<file path="src/rtl/dcache_miss_handler_pkg.sv">
// Shared types and geometry for the data-cache miss handler and the cache arrays it fills.
package dcache_miss_handler_pkg;

    localparam int ADDR_WIDTH  = 32;
    localparam int DATA_WIDTH  = 32;
    localparam int LINE_WORDS  = 4;
    localparam int INDEX_BITS  = 6;
    localparam int WORD_BITS   = $clog2(LINE_WORDS);
    localparam int OFFSET_BITS = $clog2(LINE_WORDS * 4);
    localparam int TAG_BITS    = ADDR_WIDTH - INDEX_BITS - OFFSET_BITS;
    localparam int LINE_BITS   = LINE_WORDS * DATA_WIDTH;

    typedef enum logic [2:0] {
        MS_IDLE,
        MS_MISS,
        MS_REQ,
        MS_WAIT,
        MS_FILL,
        MS_DONE
    } miss_state_e;

    typedef struct packed {
        logic [INDEX_BITS-1:0] index;
        logic [TAG_BITS-1:0]   tag;
        logic [LINE_BITS-1:0]  line;
    } fill_req_t;

    function automatic logic [ADDR_WIDTH-1:0] line_base(input logic [ADDR_WIDTH-1:0] addr);
        line_base = {addr[ADDR_WIDTH-1:OFFSET_BITS], {OFFSET_BITS{1'b0}}};
    endfunction

endpackage

</file>
<file path="src/rtl/dcache_miss_handler_if.sv">
// Lookup, memory-refill, status and array-fill signals of the miss handler.
// Handshake: mem_req stays high with a stable mem_addr until a cycle with mem_gnt=1; mem_rvalid beats carry no backpressure.
interface dcache_miss_handler_if;
    import dcache_miss_handler_pkg::*;

    logic                  lookup_valid;
    logic [ADDR_WIDTH-1:0] lookup_addr;
    logic                  lookup_hit;
    logic                  kill;
    logic                  mem_req;
    logic [ADDR_WIDTH-1:0] mem_addr;
    logic                  mem_gnt;
    logic                  mem_rvalid;
    logic [DATA_WIDTH-1:0] mem_rdata;
    logic                  data_missed1;
    logic                  data_busy;
    logic                  data_finished1;
    logic [DATA_WIDTH-1:0] data_out;
    logic                  fill_valid;
    logic [INDEX_BITS-1:0] fill_index;
    logic [TAG_BITS-1:0]   fill_tag;
    logic [LINE_BITS-1:0]  fill_line;

    modport slave (
        input  lookup_valid, lookup_addr, lookup_hit, kill, mem_gnt, mem_rvalid, mem_rdata,
        output mem_req, mem_addr, data_missed1, data_busy, data_finished1, data_out,
               fill_valid, fill_index, fill_tag, fill_line
    );

    modport master (
        output lookup_valid, lookup_addr, lookup_hit, kill, mem_gnt, mem_rvalid, mem_rdata,
        input  mem_req, mem_addr, data_missed1, data_busy, data_finished1, data_out,
               fill_valid, fill_index, fill_tag, fill_line
    );

endinterface

</file>
<file path="src/rtl/dcache_miss_handler_refill_buffer.sv">
// Line-sized beat collector: one write port per refill beat, a word-select read and the flat line.
module refill_buffer
    import dcache_miss_handler_pkg::*;
(
    input  logic                  clk,
    input  logic                  reset,
    input  logic                  wr_en,
    input  logic [WORD_BITS-1:0]  wr_idx,
    input  logic [DATA_WIDTH-1:0] wr_data,
    input  logic [WORD_BITS-1:0]  rd_idx,
    output logic [DATA_WIDTH-1:0] rd_data,
    output logic [LINE_BITS-1:0]  line
);

    logic [DATA_WIDTH-1:0] words_q [LINE_WORDS];

    always_ff @(posedge clk) begin
        if (reset) begin
            for (int i = 0; i < LINE_WORDS; i++) begin
                words_q[i] <= '0;
            end
        end else if (wr_en) begin
            words_q[wr_idx] <= wr_data;
        end
    end

    assign rd_data = words_q[rd_idx];

    // Word 0 lands in the least significant bits of the line.
    always_comb begin
        line = '0;
        for (int i = 0; i < LINE_WORDS; i++) begin
            line[i*DATA_WIDTH +: DATA_WIDTH] = words_q[i];
        end
    end

endmodule

</file>
<file path="src/rtl/dcache_miss_handler.sv">
// Data-cache miss controller: requests the missing line, collects the beats, writes the fill
// and returns the requested word, driving the stall status seen by the hazard unit.
module dcache_miss_handler
    import dcache_miss_handler_pkg::*;
(
    input  logic                       clk,
    input  logic                       reset,
    dcache_miss_handler_if.slave       bus,
    output miss_state_e                dbg_state
);

    localparam logic [WORD_BITS-1:0] LAST_BEAT = WORD_BITS'(LINE_WORDS - 1);

    miss_state_e           state_q, state_d;
    logic [ADDR_WIDTH-1:0] addr_q, addr_d;
    logic [WORD_BITS-1:0]  cnt_q, cnt_d;
    logic                  squash_q, squash_d;
    logic                  beat_we;
    logic [DATA_WIDTH-1:0] rd_word;
    logic [LINE_BITS-1:0]  line_flat;
    fill_req_t             fill_d;

    refill_buffer u_refill_buffer (
        .clk     (clk),
        .reset   (reset),
        .wr_en   (beat_we),
        .wr_idx  (cnt_q),
        .wr_data (bus.mem_rdata),
        .rd_idx  (addr_q[OFFSET_BITS-1:2]),
        .rd_data (rd_word),
        .line    (line_flat)
    );

    assign fill_d.index = addr_q[OFFSET_BITS +: INDEX_BITS];
    assign fill_d.tag   = addr_q[ADDR_WIDTH-1 -: TAG_BITS];
    assign fill_d.line  = line_flat;
    assign dbg_state    = state_q;

    always_ff @(posedge clk) begin
        if (reset) begin
            state_q  <= MS_IDLE;
            addr_q   <= '0;
            cnt_q    <= '0;
            squash_q <= 1'b0;
        end else begin
            state_q  <= state_d;
            addr_q   <= addr_d;
            cnt_q    <= cnt_d;
            squash_q <= squash_d;
        end
    end

    always_comb begin
        state_d            = state_q;
        addr_d             = addr_q;
        cnt_d              = cnt_q;
        squash_d           = squash_q;
        beat_we            = 1'b0;
        bus.mem_req        = 1'b0;
        bus.mem_addr       = '0;
        bus.data_missed1   = 1'b0;
        bus.data_busy      = 1'b0;
        bus.data_finished1 = 1'b0;
        bus.data_out       = '0;
        bus.fill_valid     = 1'b0;
        bus.fill_index     = '0;
        bus.fill_tag       = '0;
        bus.fill_line      = '0;

        unique case (state_q)
            MS_IDLE: begin
                squash_d = 1'b0;
                if (bus.lookup_valid && !bus.lookup_hit) begin
                    addr_d  = bus.lookup_addr;
                    state_d = MS_MISS;
                end
            end
            MS_MISS: begin
                bus.data_missed1 = 1'b1;
                state_d          = bus.kill ? MS_IDLE : MS_REQ;
            end
            MS_REQ: begin
                bus.data_busy = 1'b1;
                bus.mem_req   = 1'b1;
                bus.mem_addr  = line_base(addr_q);
                // A grant wins over a same-cycle kill: the read is already committed.
                if (bus.mem_gnt) begin
                    state_d  = MS_WAIT;
                    cnt_d    = '0;
                    squash_d = bus.kill;
                end else if (bus.kill) begin
                    state_d = MS_IDLE;
                end
            end
            MS_WAIT: begin
                bus.data_busy = 1'b1;
                if (bus.kill) begin
                    squash_d = 1'b1;
                end
                if (bus.mem_rvalid) begin
                    beat_we = 1'b1;
                    cnt_d   = cnt_q + 1'b1;
                    if (cnt_q == LAST_BEAT) begin
                        state_d = MS_FILL;
                    end
                end
            end
            MS_FILL: begin
                bus.data_busy  = 1'b1;
                bus.fill_valid = 1'b1;
                bus.fill_index = fill_d.index;
                bus.fill_tag   = fill_d.tag;
                bus.fill_line  = fill_d.line;
                // The line is still written after a kill; only the word return is dropped.
                state_d        = (squash_q || bus.kill) ? MS_IDLE : MS_DONE;
                squash_d       = 1'b0;
            end
            MS_DONE: begin
                bus.data_finished1 = 1'b1;
                bus.data_out       = rd_word;
                state_d            = MS_IDLE;
            end
            default: begin
                state_d = MS_IDLE;
            end
        endcase
    end

endmodule

</file>
<file path="src/flat_wrapper.sv">
// flat-port wrapper written by rule: the top's interface ports become plain ports
module dcache_miss_handler_flat import dcache_miss_handler_pkg::*;
  (clk, reset, dbg_state, bus_lookup_valid, bus_lookup_addr, bus_lookup_hit, bus_kill, bus_mem_gnt, bus_mem_rvalid, bus_mem_rdata, bus_mem_req, bus_mem_addr, bus_data_missed1, bus_data_busy, bus_data_finished1, bus_data_out, bus_fill_valid, bus_fill_index, bus_fill_tag, bus_fill_line);
  dcache_miss_handler_if bus_i ();
  input  logic clk;
  input  logic reset;
  output miss_state_e dbg_state;
  input wire logic [$bits(bus_i.lookup_valid)-1:0] bus_lookup_valid;
  input wire logic [$bits(bus_i.lookup_addr)-1:0] bus_lookup_addr;
  input wire logic [$bits(bus_i.lookup_hit)-1:0] bus_lookup_hit;
  input wire logic [$bits(bus_i.kill)-1:0] bus_kill;
  input wire logic [$bits(bus_i.mem_gnt)-1:0] bus_mem_gnt;
  input wire logic [$bits(bus_i.mem_rvalid)-1:0] bus_mem_rvalid;
  input wire logic [$bits(bus_i.mem_rdata)-1:0] bus_mem_rdata;
  output wire logic [$bits(bus_i.mem_req)-1:0] bus_mem_req;
  output wire logic [$bits(bus_i.mem_addr)-1:0] bus_mem_addr;
  output wire logic [$bits(bus_i.data_missed1)-1:0] bus_data_missed1;
  output wire logic [$bits(bus_i.data_busy)-1:0] bus_data_busy;
  output wire logic [$bits(bus_i.data_finished1)-1:0] bus_data_finished1;
  output wire logic [$bits(bus_i.data_out)-1:0] bus_data_out;
  output wire logic [$bits(bus_i.fill_valid)-1:0] bus_fill_valid;
  output wire logic [$bits(bus_i.fill_index)-1:0] bus_fill_index;
  output wire logic [$bits(bus_i.fill_tag)-1:0] bus_fill_tag;
  output wire logic [$bits(bus_i.fill_line)-1:0] bus_fill_line;
  assign bus_i.lookup_valid = bus_lookup_valid;
  assign bus_i.lookup_addr = bus_lookup_addr;
  assign bus_i.lookup_hit = bus_lookup_hit;
  assign bus_i.kill = bus_kill;
  assign bus_i.mem_gnt = bus_mem_gnt;
  assign bus_i.mem_rvalid = bus_mem_rvalid;
  assign bus_i.mem_rdata = bus_mem_rdata;
  assign bus_mem_req = bus_i.mem_req;
  assign bus_mem_addr = bus_i.mem_addr;
  assign bus_data_missed1 = bus_i.data_missed1;
  assign bus_data_busy = bus_i.data_busy;
  assign bus_data_finished1 = bus_i.data_finished1;
  assign bus_data_out = bus_i.data_out;
  assign bus_fill_valid = bus_i.fill_valid;
  assign bus_fill_index = bus_i.fill_index;
  assign bus_fill_tag = bus_i.fill_tag;
  assign bus_fill_line = bus_i.fill_line;
  dcache_miss_handler u_core (.clk(clk), .reset(reset), .bus(bus_i), .dbg_state(dbg_state));
endmodule
</file>
<file path="config.mk">
export PLATFORM = sky130hd
export DESIGN_NAME = dcache_miss_handler_flat
export DESIGN_NICKNAME = d
export VERILOG_FILES = /design/src/rtl/dcache_miss_handler_pkg.sv /design/src/rtl/dcache_miss_handler_if.sv /design/src/rtl/dcache_miss_handler_refill_buffer.sv /design/src/rtl/dcache_miss_handler.sv /design/src/flat_wrapper.sv
export SDC_FILE = /design/constraint.sdc
export NUM_CORES = 1
export LEC_CHECK = 0
export BUFFER_PORTS_ARGS = -buffer_cell sky130_fd_sc_hd__buf_4
export CAP_MARGIN = 20
export CORE_UTILIZATION = 40
export CTS_BUF_LIST = sky130_fd_sc_hd__clkbuf_4
export DETAILED_ROUTE_END_ITERATION = 8
export PLACE_DENSITY = 0.66
export SYNTH_ARGS = -nofsm -noshare
export SYNTH_HDL_FRONTEND = slang
export SYNTH_SLANG_ARGS = --single-unit
</file>
<file path="constraint.sdc">
create_clock -name clk -period 4.6 [get_ports clk]
set_clock_uncertainty 0.1 [all_clocks]
set_input_delay 0.46 -clock clk [delete_from_list [all_inputs] [get_ports clk]]
set_output_delay 0.46 -clock clk [all_outputs]
set_load 0.01 [all_outputs]
</file>
; ---- Yosys cells after proc, flatten, opt, wreduce, memory -nomap -nowiden
; Memory sizes are Yosys's and may differ from the RTL's. A register that Yosys moved wholly into a read port is not among the register bits.
; Index checks and enable logic that the tools add are counted.
[word_totals]
regBits = 38
mem_bits_rw = 128
output_inout_bits = 228
elab_cells = 67
mem_count = 1
[memory_table]
columns = name, words, word_bits, read_ports, rd_clocked_by_memory_dff, wr, line_no
row1 = u_core.u_refill_buffer.words_q, 4, 32, 5, 1, 4, dcache_miss_handler_refill_buffer.sv:15  ; logic [DATA_WIDTH-1:0] words_q [LINE_WORDS];
[op_classes]
add_sub_neg = 1
n_eq_ne = 12
n_mux = 36
n_reduce_logical = 13
[ops]
columns = operator, count
row1 = $mux 128, 1
row2 = $mux 32, 3
row3 = $reduce_or 32->1, 1
row4 = $mux 22, 1
row5 = $mux 3, 6
row6 = $mux 1, 15
row7 = $pmux 3 s5, 1
row8 = $mux 2, 6
row9 = $eq 3x2->1 const B, 2
row10 = $eq 3x3->1 const B, 2
row11 = $mux 6, 1
row12 = $ne 2x2->1 const B, 3
row13 = $reduce_and 3->1, 2
row14 = $ne 2x1->1 const B, 2
row15 = $pmux 2 s2, 1
row16 = $reduce_and 4->1, 1
row17 = $eq 3x1->1 const B, 1
row18 = $logic_not 3->1, 1
row19 = $ne 3x3->1 const B, 1
row20 = $pmux 1 s3, 1
row21 = $reduce_bool 3->1, 1
row22 = $reduce_or 3->1, 1
row23 = $add 2x1->2 const B, 1
row24 = $eq 2x2->1 const B, 1
row25 = other kinds (6), 6

; ---- Depth between registers and ports, before layout
; Gate-level depths: netlist of the first run.
[logic_depth]
word_depth = 7
mapped_depth = 6

; ---- Cells and area by module
; Synthesis of the first run repeated with hierarchy kept, for this count alone.
[unflattened]
hier_cells = 743
area_unflattened_um2 = 8645.8
[modules_own_cells]
columns = module, n_inst, cells_per_inst, area_each_um2
row1 = refill_buffer, 1, 317, 5621.6
row2 = dcache_miss_handler, 1, 426, 3024.2

; ---- Worst setup path before layout of the first run
; Ideal clock, no wire load.
[synth_path]
path_type = reg-to-reg
from = reg u_core.state_q[1], in the netlist u_core.dbg_state[1]
to = mem u_core.u_refill_buffer.words_q[2][0] (enable)
setup_time_ns = 0.375
arrival_ns = 1.715
required_ns = 4.125
slack_ns = 2.411
stages_incl_launch_ff = 6
n_path_buf = 1
cell_sequence = dfxtp_1 -> buf_4 -> and4b_2 -> nand2b_4 -> nor3b_4 -> or2_2
[synth_rtl]
columns = item, line_no
row1 = start: declaration, dcache_miss_handler.sv:14  ; miss_state_e state_q, state_d;
row2 = start signal: assignment, dcache_miss_handler.sv:46  ; state_q <= state_d;
row3 = end: declaration, dcache_miss_handler_refill_buffer.sv:15

; ---- Worst setup path in the final report of the first run
[layout_path]
from = reg u_core.state_q[2], in the netlist u_core.dbg_state[2]
to = out bus_data_out[21]
[layout_via]
elab_chain_cells = 2
[layout_lines]
columns = item, line_no
row1 = $eq 3x3->1, dcache_miss_handler.sv:70  ; unique case (state_q)
row2 = $mux 32, dcache_miss_handler.sv:70
row3 = end: declaration, flat_wrapper.sv:20  ; output wire logic [$bits(bus_i.data_out)-1:0] bus_data_out;
; No other way between the ends.

==> results of run 1 <==
[sequential cells by signal, summed over array words and instances (netlist names), named ones only]
name                            cells
u_core.cnt_q                        2
u_core.u_refill_buffer.words_q    128
u_core.addr_q                      30
u_core.dbg_state                    3
u_core.squash_q                     1
[power by group]
group	internal (W)	leakage, nW	switching (W)
registers	0.00166	1.63	0.0000447
logic	0.000114	3.60	0.000121
clock network	0.000386	0.150	0.000515
[worst max-delay path, stage by stage (launching register included)]
cell and delay (ns):
dfxtp_4 0.76, nand3b_1 0.70, buf_4 0.48, nor2b_1 0.22, buf_4 0.16
[area by class of cell]
type,instances,area (um^2),area share [%]
Sequential cell,166,4611,40.27
Antenna cell,1,2.502,0.02186
Inverter,1,3.754,0.03278
Tap cell,275,344.1,3.005
Clock buffer,19,142.6,1.246
Clock inverter,12,155.1,1.355
Multi-Input combinational cell,520,3631,31.71
Timing Repair Buffer,332,2560,22.36
[repair_timing]
item	CTS	global route
hold endpoints to repair	26	1
hold buffers	26	1
gates resized for setup	0	0
[synth_stat cells, types with 2 or more instances]
cell type	n
a21oi_1	34
a22oi_1	2
and2_1	158
and3_1	156
buf_2	13
buf_4	5
buf_6	3
clkbuf_1	51
clkbuf_2	3
dfxtp_1	38
edfxtp_1	128
mux4_2	32
nand2_1	65
nand2b_1	3
nand3_1	3
nand3b_1	2
nor2_1	7
nor2b_1	34
or2_2	4
[how the worst max path moves through the flow]
stage / startpoint / endpoint / slack, ns / cells after the start
floorplan: u_core.dbg_state[1]$_SDFFE_PP0P_ / u_core.u_refill_buffer.words_q[2][0]$_SDFFCE_PN0P_ / 2.41 / 5
global placement: u_core.dbg_state[2]$_SDFFE_PP0P_ / bus_data_out[21] / 1.71 / 4
detailed placement: u_core.dbg_state[2]$_SDFFE_PP0P_ / bus_data_out[21] / 1.68 / 4
CTS: u_core.dbg_state[2]$_SDFFE_PP0P_ / bus_data_out[21] / 1.02 / 4
global route: u_core.dbg_state[2]$_SDFFE_PP0P_ / bus_data_out[21] / 0.88 / 4
finish: u_core.dbg_state[2]$_SDFFE_PP0P_ / bus_data_out[21] / 1.17 / 4
[kinds of logic (layout without fill, tap and decap cells)]
logic type               count (synthesis)  count (layout)  synth area share (%)
flip-flops                             166             166                 53.91
other                                    1               5               0.04391
AO/OA/AOI/OAI                           41              41                 2.608
AND/OR/NAND/NOR                        441             441                 30.62
multiplexers                            33              33                 8.570
adder cells (fa/ha/maj)                  1               1                0.1465
buffers and inverters                   77             364                 4.102
[stage by stage]
stage	hold slack (ns)	util, %	instances	setup WS, ns
global placement	0.3390	51.92	1267	1.709
CTS	0.0003658	54.58	1324	1.018
floorplan	0.3359	-	763	2.411
global route	0.0007589	54.64	1326	0.8815
finish	0.04783	54.64	1326	1.167
detailed placement	0.3446	51.92	1267	1.680
[metal layers]
layer  vias to the layer above  GRT usage [%]
met1                      3209          28.94
met4                         0          8.711
met2                       252          37.82
met5                         -              0
li1                       3228              -
met3                        42          4.233
==> impl_metrics.tcl, run 1 <==
set metrics [dict create \
    place_hpwl_um 15950 \
    rsz0062_at_grt "no" \
    syn_inst 760 \
    syn_to_final_growth_pct 34.06 \
    num_io_pins 299 \
    met3_length_um 1379 \
    hold_path_class "input pin to flip-flop" \
    hold_viol_final 0 \
    drv_slew 0 \
    yosysTopAreaCell "edfxtp_1" \
    fin_nets 1110 \
    layout_common_cells "buf_4 (305), and2_1 (158), and3_1 (156)" \
    grt_pass1_wl_um 37400 \
    htreeDepth 4 \
    total_power_w 0.002843 \
    nFillCells 1876 \
    min_from "bus_lookup_addr[2]" \
    synth.distinct_cells 38 \
    ir_drop_uv 135.6 \
    hold_depth 3 \
    die_area_um2 21940 \
    r2r_slack_ns 1.79 \
    synth_top_area_share_pct 45.00 \
    drv_cap 0 \
    crit_path_max_fanout 79 \
    syn_avg_cell_area_um2 11.24 \
    core_um2 20960 \
    drt-pass1-iter-count 5 \
    fin_crit_ns 3.433 \
    die_y_um 148.1 \
    insertion_delay_ns 0.55 \
    cts_setup_buffers 0 \
    yosysSeqAreaShare_pct 53.91 \
    track_usage_pct 22.56 \
    placed_cell_area_um2 10880 \
    synthArstFlopShare_pct 0 \
    globalplace.congestion 0.8485 \
    rr_startpoint "u_core.dbg_state[2]$_SDFFE_PP0P_" \
    antenna_found_initial 1 \
    place.port_buffers 292 \
    viasPerCell 5.076 \
    powerDensity_nw_per_um2 248.3 \
    first_iter_violations 423 \
    grt_overflow 0 \
    cp-end-kind "output port" \
    tightest_slew_ns 0.9817 \
    clock_sinks 166 \
    fmax_ghz 0.2913 \
    avgRoutedWirePerCell_um 18.64 \
    synth_edf_count 128 \
    synth_ff_type "edfxtp_1" \
    vias 6731 \
    r2r-end "u_core.u_refill_buffer.words_q[3][29]$_DFFE_PP_" \
    cts_buffers 17 \
    final_common_cell "buf_4" \
    drive_gt1_share_pct 36.57 \
    clock_tree.buffer_depth 2 \
    root_buffer "clkbuf_4" \
    met2WireLength_um 12110 \
    final_area_um2 11450 \
    relSlewSlack_pct 34.55 \
    die_x_um 148.1 \
    timing.setup.tns_ns 0 \
    fin_crit_sh_pct 74.63 \
    ant_nets 0 \
    initial_core_util_pct 40.76 \
    startpoint_type "flip-flop" \
    setup_violations 0 \
    path_class "flip-flop to output port" \
    synth_warnings 0 \
    clk_pin_slew_worst_paths_ns 0.13 \
    routed.top_layer "met4" \
    drc 0 \
    status "complete, no violations" \
    leakagePower_nw 5.382 \
    cts_tree "done" \
    reg2reg_depth 5 \
    wirelength_um 24720 \
    cp.required_ns 4.04 \
    cp.arrival_ns 2.87 \
    synth_area_leaders "edfxtp_1 (45%), and2_1 (12%), and3_1 (11%)" \
    m1WireLength_um 10580 \
    num_rows 53 \
    syn-cell-area_um2 8541 \
    grt_pass1_vias 6495 \
    grt_max_degree 92 \
    synth-seq-cells 166 \
]
Note: power is estimated with default switching activity, not from simulation.
==> inputs of run 2 (changes only) <==
Settings changed: PLACE_DENSITY 0.66 to 0.69.
Clock period 4.6 ns to 2.9 ns, I/O delays scaled along.
==> run 2 against run 1 <==
Effect of this change:
- combinational power grew 95%
- design area grew 4.5%
- register-to-register slack lost 1.0 ns
- non-clock buffer count grew 48
- via count grew 3.5%
- largest power group unchanged
- critical path type unchanged
- critical path depth grew 1
- clock power grew 60%
- total power grew 61%
- sequential power grew 57%
- cell count grew 3.7%
- global-route usage grew 0.57 points
==> impl_metrics.tcl, run 2 (same netlist as run 1, synthesis figures left out) <==
set metrics [dict create \
    status "complete, no violations" \
    first_iter_violations 434 \
    initial_core_util_pct 40.76 \
    clock_sinks 166 \
    path_common_cell "buf_4" \
    cts_setup_buffers 0 \
    relSlewSlack_pct 52.31 \
    fin_nets 1158 \
    die_area_um2 21940 \
    cp.arrival_ns 2.18 \
    drv_slew 0 \
    root_buffer "clkbuf_4" \
    total_power_w 0.004580 \
    largest_reg_flops 128 \
    track_usage_pct 23.13 \
    wirelength_um 25450 \
    hold_slack_ns 0.09551 \
    path_class "flip-flop to output port" \
    min_from "bus_lookup_hit" \
    hold_path_class "input pin to flip-flop" \
    antenna_found_initial 1 \
    viasPerCell 5.068 \
    leakagePower_nw 5.619 \
    cts_tree "done" \
    crit_start "u_core.dbg_state[0]$_SDFFE_PP0P_" \
    fin_cells 1375 \
    hold_depth 5 \
    place_hpwl_um 16340 \
    grt_overflow 0 \
    avgRoutedWirePerCell_um 18.51 \
    rr_startpoint "u_core.dbg_state[0]$_SDFFE_PP0P_" \
    reg2reg_depth 6 \
    layout_common_cells "buf_4 (309), and2_1 (158), and3_1 (156)" \
    drt-pass1-iter-count 5 \
    hold_viol_final 0 \
    cp-end-kind "output port" \
    r2r_slack_ns 0.78 \
    placedCellCount 1275 \
    crit_path_max_fanout 80 \
    top_register "u_core.u_refill_buffer.words_q" \
    num_io_pins 299 \
    startpoint_type "flip-flop" \
    vias 6968 \
    fin_crit_ns 2.567 \
    nFillCells 1804 \
    cp_slowest_stage_delay_ns 0.50 \
    cts_buffers 17 \
    endpoint "bus_fill_line[77]" \
    core_um2 20960 \
    final_common_cell "buf_4" \
    ant_nets 0 \
    timing.setup.tns_ns 0 \
    powerDensity_nw_per_um2 382.9 \
    rsz0062_at_grt "no" \
    tightest_slew_ns 0.7154 \
    fin_crit_sh_pct 88.52 \
    drive_gt1_share_pct 35.67 \
    die_x_um 148.1 \
    num_rows 53 \
    r2r-end "u_core.dbg_state[0]$_SDFFE_PP0P_" \
    clock_tree.buffer_depth 2 \
    globalplace.congestion 0.8196 \
    die_y_um 148.1 \
    insertion_delay_ns 0.55 \
    htreeDepth 4 \
    drc 0 \
    clk_pin_slew_worst_paths_ns 0.13 \
    ir_drop_uv 273.5 \
    grt_pass1_vias 6737 \
    cp_slowest_cell "buf_4" \
    fmax_ghz 0.3895 \
    place.port_buffers 292 \
    setup_violations 0 \
    path_cells "buf_4 -> nor2_4 -> buf_4 -> and3_1 -> buf_4" \
    drv_cap 0 \
    grt_pass1_wl_um 38160 \
    cp.required_ns 2.51 \
    syn_to_final_growth_pct 40.05 \
    grt_max_degree 90 \
]
-- run 2: worst min path at each step --
stage | end | slack, ns
after global routing | u_core.dbg_state[1]$_SDFFE_PP0P_ | 0.08
after floorplan | u_core.addr_q[10]$_SDFFE_PP0N_ | 0.33
after detailed placement | flip-flop | 0.34
after global placement | flip-flop | 0.34
final | u_core.dbg_state[2]$_SDFFE_PP0P_ | 0.1
after CTS | u_core.dbg_state[2]$_SDFFE_PP0P_ | 0.03
-- run 2: final cells by class --
type / instances / area, um^2 / area share (%)
diodes: 1 / 2.502 / 0.02092
clock buffers: 19 / 142.6 / 1.192
clock inverters: 13 / 156.4 / 1.308
inverters: 1 / 3.754 / 0.03138
multi-input cells: 520 / 3631 / 30.36
flip-flops and latches: 166 / 4611 / 38.55
well taps: 275 / 344.1 / 2.877
repair buffers: 380 / 3070 / 25.67
-- run 2: where the power goes --
group	internal, W	total [W]	switching [W]
logic	0.000230	0.000461	0.000231
registers	0.00263	0.00268	0.0000465
clock network	0.000615	0.00144	0.000822
total	0.00348	0.00458	0.00110
-- run 2: critical path: cells and delay by family (launching register included) --
family / cells / cell delay [ns]
buffers and inverters: 3 / 0.81
and+or+nand+nor: 2 / 0.41
DFF: 1 / 0.33
-- run 2: stage by stage --
| stage | setup slack (ns) | utilization, % | cell area, um^2 |
|---|---|---|---|
| detailed placement | 0.8160 | 52.44 | 10990 |
| finish | 0.3329 | 57.08 | 11960 |
| CTS | 0.2971 | 57.07 | 11960 |
| global placement | 0.8352 | 52.44 | 10990 |
| floorplan | 0.7106 | - | 8552 |
| global route | 0.1565 | 57.08 | 11960 |
-- run 2: routing by layer --
layer  part of all wire, %  routed length [um]  vias up  GRT usage, %
met5                     0                   0        -             0
met4                   2.4                 603        0         7.835
met3                   5.3                1348       34         4.417
met2                    51               12950      240         39.62
met1                    41               10540     3368         29.31
li1                      -                   -     3326             -
-- run 2: timing repair --
item,4_1_cts,5_1_grt
resized for setup,0,0
endpoints found under the setup margin,0,0
endpoints found under the hold margin,165,0
hold buffers,67,0
==> inputs of run 3 (changes only) <==
Settings changed: CORE_ASPECT_RATIO set to 0.6, SYNTH_HIERARCHICAL set to 1.
==> run 3 against run 2 <==
Effect of this change:
- design area increased by 1.4%
- register-to-register slack worse by 0.33 ns
- global-route usage hardly changed
- worst hold slack got worse by 0.013 ns
- cell count is the same
- die area rose by 1.3%
- worst setup slack got worse by 0.12 ns
- first-iteration DRC count rose by 25%
- fmax shrank 4.5%
- clock-buffer cell count rose by 3
- via count fell by 2.2%
- routed wire length grew 1.0%
- critical path type unchanged
- critical endpoint is now bus_data_out[27]
==> impl_metrics.tcl, run 3 <==
set metrics [dict create \
    drt-pass1-iter-count 5 \
    nFillCells 1799 \
    setup_violations 0 \
    combPwrFrac_pct 9.3 \
    synth_edf_count 128 \
    synth_ff_type "edfxtp_1" \
    largest_reg_flops 128 \
    layout_common_cells "buf_4 (312), and2_1 (312), edfxtp_1 (128)" \
    grt_pass1_wl_um 38470 \
    crit_path_max_fanout 19 \
    min_from "reset" \
    cp.required_ns 2.51 \
    placedCellCount 1277 \
    fin_crit_sh_pct 92.72 \
    track_usage_pct 23.10 \
    ant_nets 0 \
    rsz0062_at_grt "no" \
    vias 6815 \
    antenna_cells 0 \
    clock_tree.buffer_depth 2 \
    syn_avg_cell_area_um2 11.64 \
    hold_viol_final 0 \
    root_buffer "clkbuf_4" \
    first_iter_violations 544 \
    place.port_buffers 292 \
    fmax_ghz 0.3719 \
    tightest_slew_ns 0.6937 \
    syn_inst 743 \
    reg2reg_depth 5 \
    drive_gt1_share_pct 39.51 \
    synth-seq-cells 164 \
    antenna_found_initial 0 \
    rr_startpoint "u_core/dbg_state[0]$_SDFFE_PP0P_" \
    die_x_um 191.8 \
    switching_share_pct 23.42 \
    ir_drop_uv 228.5 \
    startpoint_type "flip-flop" \
    finalCoreUtilization_pct 57.51 \
    yosysTopAreaCell "edfxtp_1" \
    yosysSeqAreaShare_pct 52.79 \
    globalplace.congestion 0.8061 \
    path_class "flip-flop to output port" \
    clk_pin_slew_worst_paths_ns 0.14 \
    final_area_um2 12130 \
    ys_top_cells_by_count "and2_1 (312), edfxtp_1 (128), dfxtp_1 (36)" \
    wirelength_um 25710 \
    hold_path_class "input pin to flip-flop" \
    cts_tree "done" \
    cp.arrival_ns 2.30 \
    fin_crit_ns 2.689 \
    fin_nets 1155 \
    syn-cell-area_um2 8646 \
    top_register "u_core/u_refill_buffer/words_q" \
    p_seq_share_pct 58.7 \
    synth.distinct_cells 42 \
    placed_cell_area_um2 11170 \
    num_rows 41 \
    place_hpwl_um 17370 \
    synthArstFlopShare_pct 0 \
    grt_pass1_vias 6525 \
    netSwitchingPower_w 0.001062 \
    initial_core_util_pct 41.01 \
    synth.most_common_cell "and2_1" \
    insertion_delay_ns 0.56 \
    relSlewSlack_pct 53.75 \
    htreeDepth 4 \
    cp-end-kind "output port" \
    grt_max_degree 103 \
    p_int_w 0.003472 \
    p_clk_share_pct 31.9 \
    die_area_um2 22230 \
    core_um2 21080 \
    synth_top_area_share_pct 44.46 \
    num_io_pins 299 \
    viasPerCell 4.956 \
    total_power_w 0.004534 \
    leakagePower_nw 5.206 \
    die_y_um 115.9 \
    cts_buffers 17 \
    cts_resized 0 \
    clock_sinks 164 \
    synth_area_leaders "edfxtp_1 (44%), and2_1 (23%), dfxtp_1 (8.3%)" \
    grt_overflow 0 \
    crit_start "u_core/addr_q[3]$_SDFFE_PP0P_" \
    avgRoutedWirePerCell_um 18.70 \
    status "complete, no violations" \
    synth_warnings 6 \
    syn_to_final_growth_pct 40.25 \
    hold_depth 2 \
    drc 0 \
    fin_cells 1375 \
    powerDensity_nw_per_um2 374.0 \
    drv_cap 0 \
    drv_slew 0 \
]
==> run 3: path summary, 6_finish.rpt <==
| check | end | slack, ns |
|---|---|---|
| worst max-delay path | bus_data_out[27] | 0.21 |
| worst min-delay path | u_core/addr_q[15]$_SDFFE_PP0P_ | 0.08 |
| worst max register to register | u_core/u_refill_buffer/words_q[2][29]$_SDFFCE_PN0P_ | 0.45 |
| worst min register to register | u_core/addr_q[28]$_SDFFE_PP0P_ | 0.40 |
==> run 3: metal layers <==
| metal | vias to the layer above | share of wire, % | global-route usage (%) |
|---|---|---|---|
| met5 | - | 0 | 0 |
| met4 | 0 | 1.0 | 5.132 |
| met3 | 19 | 6.2 | 4.815 |
| met2 | 243 | 45 | 35.86 |
| met1 | 3322 | 48 | 33.29 |
| li1 | 3231 | - | - |
==> run 3: kinds of logic (layout without fill, tap and decap cells) <==
logic type / Yosys count / count (layout) / share of synthesized area, %
fa+ha+maj: 1 / 1 / 0.1447
buf+inv: 68 / 418 / 4.009
simple gates: 400 / 400 / 29.68
mux: 33 / 33 / 8.466
other cells: 1 / 4 / 0.04337
flops: 164 / 164 / 52.79
compound gates: 76 / 76 / 4.862
==> run 3: what timing repair did <==
| action | in CTS | in global routing |
|---|---|---|
| hold buffers | 63 | 0 |
| setup buffers | 3 | 0 |
| endpoints found under the hold margin | 161 | 0 |
| endpoints found under the setup margin | 26 | 0 |
==> run 3: layout make-up <==
type / count / area [um^2] / area share, %
inverter: 4 / 15.01 / 0.1238
sequential: 164 / 4567 / 37.66
clock buffer: 22 / 165.2 / 1.362
clock inverter: 10 / 132.6 / 1.094
timing repair buffer: 382 / 3113 / 25.67
tap: 279 / 349.1 / 2.879
multi-input combinational: 514 / 3784 / 31.20
==> run 3: worst max-delay path, stage by stage, from the launching register on <==
cell and delay, ns:
dfxtp_2 0.68, buf_4 0.37, mux4_2 0.36, and2_1 0.15, buf_4 0.13
==> run 3: metrics by stage <==
step / worst slack [ns] / hold slack, ns / TNS, ns
floorplan: -0.2690 / 0.3377 / -17.21
global placement: 0.5689 / 0.3692 / 0
detailed placement: 0.4946 / 0.3783 / 0
CTS: 0.1258 / 0.03703 / 0
global route: 0.02650 / 0.04816 / 0
finish: 0.2112 / 0.08229 / 0
==> run 3: power groups by stage <==
stage | Sequential (W) | Clock [W] | Combinational (W)
after CTS | 0.00266 | 0.00148 | 0.000422
after global routing | 0.00268 | 0.00157 | 0.000458
after floorplan | 0.00269 | 0 | 0.000199
after global placement | 0.00271 | 0 | 0.000342
after detailed placement | 0.00272 | 0 | 0.000349
final | 0.00266 | 0.00145 | 0.000422
